### src/rtl/axis_upsizer.sv
// Purpose : AXI-Stream width upsizer. Packs N narrow words (N from cfg_data) into one wide beat.
// Latency : the wide beat is valid 1 cycle after its final narrow word is accepted.
// Backpres: non-final words are always accepted; the final word waits until the output register is free.
//
// Ports:
//   aclk, aresetn              clock (rising edge) and synchronous active-low reset
//   cfg_data[15:0]             words per beat minus one; only the low clog2(RATIO) bits are used
//   s_axis_tdata/tvalid/tready narrow slave stream
//   m_axis_tdata/tvalid/tready wide master stream
//   s_axis_tlast, m_axis_tlast only when AXIS_UPSIZER_TLAST_EN is defined; tlast ends a beat early
module axis_upsizer #(
    parameter int S_AXIS_TDATA_WIDTH = 32,
    parameter int M_AXIS_TDATA_WIDTH = 128
) (
    input  logic                          aclk,
    input  logic                          aresetn,
    input  logic [15:0]                   cfg_data,
    input  logic [S_AXIS_TDATA_WIDTH-1:0] s_axis_tdata,
    input  logic                          s_axis_tvalid,
    output logic                          s_axis_tready,
`ifdef AXIS_UPSIZER_TLAST_EN
    input  logic                          s_axis_tlast,
    output logic                          m_axis_tlast,
`endif
    output logic [M_AXIS_TDATA_WIDTH-1:0] m_axis_tdata,
    output logic                          m_axis_tvalid,
    input  logic                          m_axis_tready
);

    localparam int S          = S_AXIS_TDATA_WIDTH;
    localparam int RATIO      = M_AXIS_TDATA_WIDTH / S_AXIS_TDATA_WIDTH;
    localparam int CNTR_WIDTH = (RATIO > 1) ? $clog2(RATIO) : 1;
    localparam logic [CNTR_WIDTH-1:0] MAX_IDX = CNTR_WIDTH'(RATIO - 1);

    logic [CNTR_WIDTH-1:0]         cnt_q;      // lane of the next accepted word
    logic [CNTR_WIDTH-1:0]         nm1_q;      // N-1 latched at word 0 of the current beat
    logic [(RATIO-1)*S-1:0]        acc_q;      // words 0..N-2 of the current beat
    logic [M_AXIS_TDATA_WIDTH-1:0] out_q;
    logic                          out_vld_q;

    logic [CNTR_WIDTH-1:0]         cfg_lo;
    logic [CNTR_WIDTH-1:0]         cfg_nm1;
    logic [CNTR_WIDTH-1:0]         cur_nm1;
    logic                          last_in;
    logic                          final_word;
    logic                          accept;
    logic [M_AXIS_TDATA_WIDTH-1:0] pack;
    logic                          unused_cfg;

    assign cfg_lo     = cfg_data[CNTR_WIDTH-1:0];
    assign unused_cfg = ^cfg_data[15:CNTR_WIDTH];

    // Clamp so a non-power-of-two ratio can never overrun the lanes.
    assign cfg_nm1 = (cfg_lo > MAX_IDX) ? MAX_IDX : cfg_lo;

    // Word 0 uses live cfg_data; later words use the value latched at word 0.
    assign cur_nm1 = (cnt_q == '0) ? cfg_nm1 : nm1_q;

`ifdef AXIS_UPSIZER_TLAST_EN
    logic last_q;
    assign last_in      = s_axis_tlast;
    assign m_axis_tlast = last_q;
`else
    assign last_in = 1'b0;
`endif

    assign final_word = (cnt_q == cur_nm1) | last_in;

    // Only the final word needs room in the output register; it may enter
    // in the same cycle the pending beat drains, giving back-to-back beats.
    assign s_axis_tready = aresetn & (~final_word | ~out_vld_q | m_axis_tready);
    assign accept        = s_axis_tvalid & s_axis_tready;

    // Lanes below the counter come from the accumulator, the current word
    // goes into the counter's lane, everything above stays zero.
    always_comb begin
        pack = '0;
        for (int k = 0; k < RATIO - 1; k++) begin
            if (CNTR_WIDTH'(k) < cnt_q) begin
                pack[k*S +: S] = acc_q[k*S +: S];
            end
        end
        for (int k = 0; k < RATIO; k++) begin
            if (CNTR_WIDTH'(k) == cnt_q) begin
                pack[k*S +: S] = s_axis_tdata;
            end
        end
    end

    always_ff @(posedge aclk) begin
        if (!aresetn) begin
            cnt_q     <= '0;
            nm1_q     <= '0;
            acc_q     <= '0;
            out_q     <= '0;
            out_vld_q <= 1'b0;
`ifdef AXIS_UPSIZER_TLAST_EN
            last_q    <= 1'b0;
`endif
        end else begin
            if (accept && !final_word) begin
                for (int k = 0; k < RATIO - 1; k++) begin
                    if (CNTR_WIDTH'(k) == cnt_q) begin
                        acc_q[k*S +: S] <= s_axis_tdata;
                    end
                end
                if (cnt_q == '0) begin
                    nm1_q <= cfg_nm1;
                end
                cnt_q <= cnt_q + CNTR_WIDTH'(1);
            end

            if (accept && final_word) begin
                out_q     <= pack;
                out_vld_q <= 1'b1;
                cnt_q     <= '0;
`ifdef AXIS_UPSIZER_TLAST_EN
                last_q    <= last_in;
`endif
            end else if (m_axis_tready) begin
                out_vld_q <= 1'b0;
            end
        end
    end

    assign m_axis_tdata  = out_q;
    assign m_axis_tvalid = out_vld_q;

endmodule
### config.mk
export PLATFORM = sky130hd
export DESIGN_NAME = axis_upsizer
export DESIGN_NICKNAME = d
export VERILOG_FILES = /design/src/rtl/axis_upsizer.sv
export SDC_FILE = /design/constraint.sdc
export NUM_CORES = 1
export LEC_CHECK = 0
export ABC_AREA = 1
export CORE_MARGIN = 8
export CORE_UTILIZATION = 45
export CTS_CLUSTER_DIAMETER = 200
export DETAILED_ROUTE_END_ITERATION = 10
export DONT_BUFFER_PORTS = 1
export PLACE_DENSITY_LB_ADDON = 0.2
export REMOVE_ABC_BUFFERS = 1
export SLEW_MARGIN = 40
export SYNTH_ARGS = -nofsm -noshare
export SYNTH_HDL_FRONTEND = slang
export SYNTH_SLANG_ARGS = --single-unit
export TNS_END_PERCENT = 20
### constraint.sdc
create_clock -name aclk -period 3.3 [get_ports aclk]
set_input_delay 0.99 -clock aclk [delete_from_list [all_inputs] [get_ports aclk]]
set_output_delay 0.99 -clock aclk [all_outputs]
set_load 0.1 [all_outputs]
==> results.json <==
{
  "tns_ns": 0,
  "rrSetupSlack_ns": 0.82,
  "synth_area_per_cell_um2": 6.59,
  "postSynth.asyncResetShare_pct": 0,
  "first_global_vias": 8285,
  "grt_max_degree": 146,
  "synth-seq-area-share_pct": 43.1,
  "root_buffer": "clkbuf_16",
  "die_x_um": 170,
  "final-setup-viol-count": 0,
  "cts_made_buffers": 25,
  "fill_cells": 2368,
  "seqCellArea_um2": 4730,
  "required_ns": 2.31,
  "synth_seq_cells": 229,
  "ys.flop_type": "dfxtp_1",
  "start_util_pct": 45.6,
  "vdd_drop_max_mv": 0.294,
  "hold_violations": 0,
  "final_layout_size_suffix_gt1_share_pct": 12.4,
  "cts_num_sinks": 229,
  "synth.top_cell.area_share_pct": 43.1,
  "wl_per_cell_um": 14.0,
  "cts_hold_buf": 0,
  "areaGrowthSynthToFinish_pct": 11.3,
  "whs_endpoint": "acc_q[82]",
  "cp_slowest_cell": "dfxtp_2",
  "wirelength_mm": 26.7,
  "holdWs_ns": 0.510,
  "rsz0062_at_grt": "no",
  "fmax_ghz": 0.318,
  "worstMarginPinSlew_ns": 0.702,
  "io_buffers": 0,
  "multi_input_area_um2": 4490,
  "coreArea_um2": 23300,
  "finalNetCount": 1626,
  "boundaryPins": 182,
  "grt_pass1_wl_mm": 43.8,
  "path_common_cell": "nand2_1",
  "cts.htree.levels": 1,
  "synth_edf_count": 0,
  "hpwl_mm": 15.7,
  "antenna_found_initial": 0,
  "slowest_delay_ns": 0.39,
  "clk_pin_slew_worst_paths_ns": 0.06,
  "r2r-start": "cnt_q[0]",
  "n_antenna_cell": 0,
  "synth_cell_type_count": 19,
  "whs_path_depth": 4,
  "rows": 56,
  "crit_arrival_ns": 2.16,
  "firstDrtPassIters": 4,
  "ys_warn_count": 0,
  "yosysTopAreaCell": "dfxtp_1",
  "fp.dieArea_um2": 28800,
  "gp_congestion": 0.781,
  "p_leak_nw": 5.72,
  "status": "finished clean",
  "cts_max_path_buffers": 3,
  "rr_endpoint": "m_axis_tdata[59]",
  "finalMaxSlewViolations": 0,
  "critPathKind": "flip-flop to primary output",
  "cp_max_fo": 7,
  "die_h_um": 170,
  "drv_cap": 0,
  "fin_crit_sh_pct": 95.3,
  "cts_tree": "built",
  "syn_inst": 1615,
  "synth_top_cells_by_count": "nand2_1, inv_1, nor2_1",
  "holdCritPathClass": "flip-flop to flip-flop",
  "min_from": "acc_q[82]",
  "vias": 8949,
  "slew_headroom_pct": 53.2,
  "reg2regPathDepth": 13,
  "path_cells": "inv_2 -> ha_2 -> inv_1 -> nand2_1 -> nand2_1 -> nand2_1 -> nand2_1 -> nand2_4 -> o21ai_0 -> inv_1 -> buf_12",
  "drtIter0Drc": 534,
  "crit_path_start_kind": "flip-flop",
  "fin_skew_ns": 0.00636,
  "drc": 0,
  "p_per_area_nw_per_um2": 560,
  "via_per_inst": 4.70,
  "cp-end-kind": "primary output",
  "track_usage_pct": 18.3,
  "grt_overflow": 0,
  "synth_most_common_cell": "nand2_1",
  "postRouteAntennaNets": 0,
  "min_period_ns": 3.15,
  "clock_latency_ns": 0.52,
  "synth_area_leaders": "dfxtp_1, nand2_1, inv_1",
  "synthesis.area_um2": 10600
}
==> state kept, by name, indices dropped and copies added (netlist names) <==
signal,count
m_axis_tdata,128
acc_q,96
cnt_q,2
nm1_q,2
m_axis_tvalid,1
==> metal layers <==
layer	GRT usage, %	share of wire (%)
met3	4.72	7.1
met5	0	0
met1	23.1	47
met4	4.08	1.1
met2	30.9	45
==> cells in the final DEF, fill, tap and decap left out, types with 6 or more instances in the layout <==
| cell | netlist | routed |
|---|---|---|
| a21oi_1 | 67 | 67 |
| buf_12 | 0 | 9 |
| buf_4 | 3 | 22 |
| clkbuf_1 | 50 | 7 |
| clkbuf_16 | 0 | 25 |
| clkinv_2 | 0 | 6 |
| dfxtp_1 | 229 | 110 |
| dfxtp_2 | 0 | 119 |
| inv_1 | 296 | 293 |
| nand2_1 | 380 | 380 |
| nand3_1 | 103 | 103 |
| nor2_1 | 235 | 235 |
| o21ai_0 | 96 | 96 |
| o21bai_1 | 91 | 91 |
==> what timing repair did <==
item	CTS	global route
resized for setup	1	2
endpoints found under the setup margin	1	1
buffers inserted	0	0
gates cloned	0	0
pin swaps	0	0
==> where the power goes <==
part,switching (W),leakage (nW),internal (W),total (W)
clock network,0.00111,0.380,0.00153,0.00265
registers,0.000438,1.91,0.00289,0.00332
logic,0.000440,3.43,0.000218,0.000658
total,0.00199,5.72,0.00464,0.00663
==> stage by stage <==
step	total power (W)	worst slack (ns)	instances	util (%)	cell area (um^2)
after detailed placement	0.00405	0.422	1861	47.5	11100
after global placement	0.00402	0.423	1861	46.9	10900
after floorplan	0.00390	-6.47	1511	-	10200
final	0.00663	0.154	1904	50.8	11800
after CTS	0.00672	0.0589	1904	50.8	11800
after global routing	0.00697	0.00286	1904	50.8	11800
==> worst max-delay path, delay by kind of cell, from the launching register on <==
family / cells / cell delay [ns]
flops: 1 / 0.39
simple gates: 5 / 0.47
buf+inv: 4 / 0.42
fa+ha+maj: 1 / 0.21
compound gates: 1 / 0.16
==> final cells by class <==
cell class / count / share of cell area, %
Sequential cell: 229 / 40.0
Multi-Input combinational cell: 985 / 37.9
Inverter: 297 / 9.41
Clock buffer: 35 / 5.85
Tap cell: 319 / 3.37
Timing Repair Buffer: 31 / 2.92
Clock inverter: 8 / 0.581
==> logic make-up (layout without fill, tap and decap cells) <==
| group | count (synthesis) | in the layout | share of synthesized area (%) |
|---|---|---|---|
| AOI/OAI and AO/OA | 255 | 255 | 14.1 |
| buffers and inverters | 401 | 371 | 14.9 |
| adders and majority gates | 5 | 5 | 0.588 |
| DFF | 229 | 229 | 43.1 |
| and+or+nand+nor | 725 | 725 | 27.4 |
==> worst max-delay path by stage <==
| stage | from | end | slack [ns] | cells after the start |
|---|---|---|---|---|
| after global routing | cnt_q[0] | s_axis_tready | 0.003 | 11 |
| final | cnt_q[0] | s_axis_tready | 0.15 | 11 |
| after floorplan | cnt_q[1] | m_axis_tdata[32] | -6.47 | 10 |
| after global placement | cfg_data[1] | s_axis_tready | 0.42 | 8 |
| after detailed placement | cfg_data[1] | s_axis_tready | 0.42 | 8 |
| after CTS | cnt_q[0] | s_axis_tready | 0.06 | 11 |
Power figures use the tool's default switching activity.
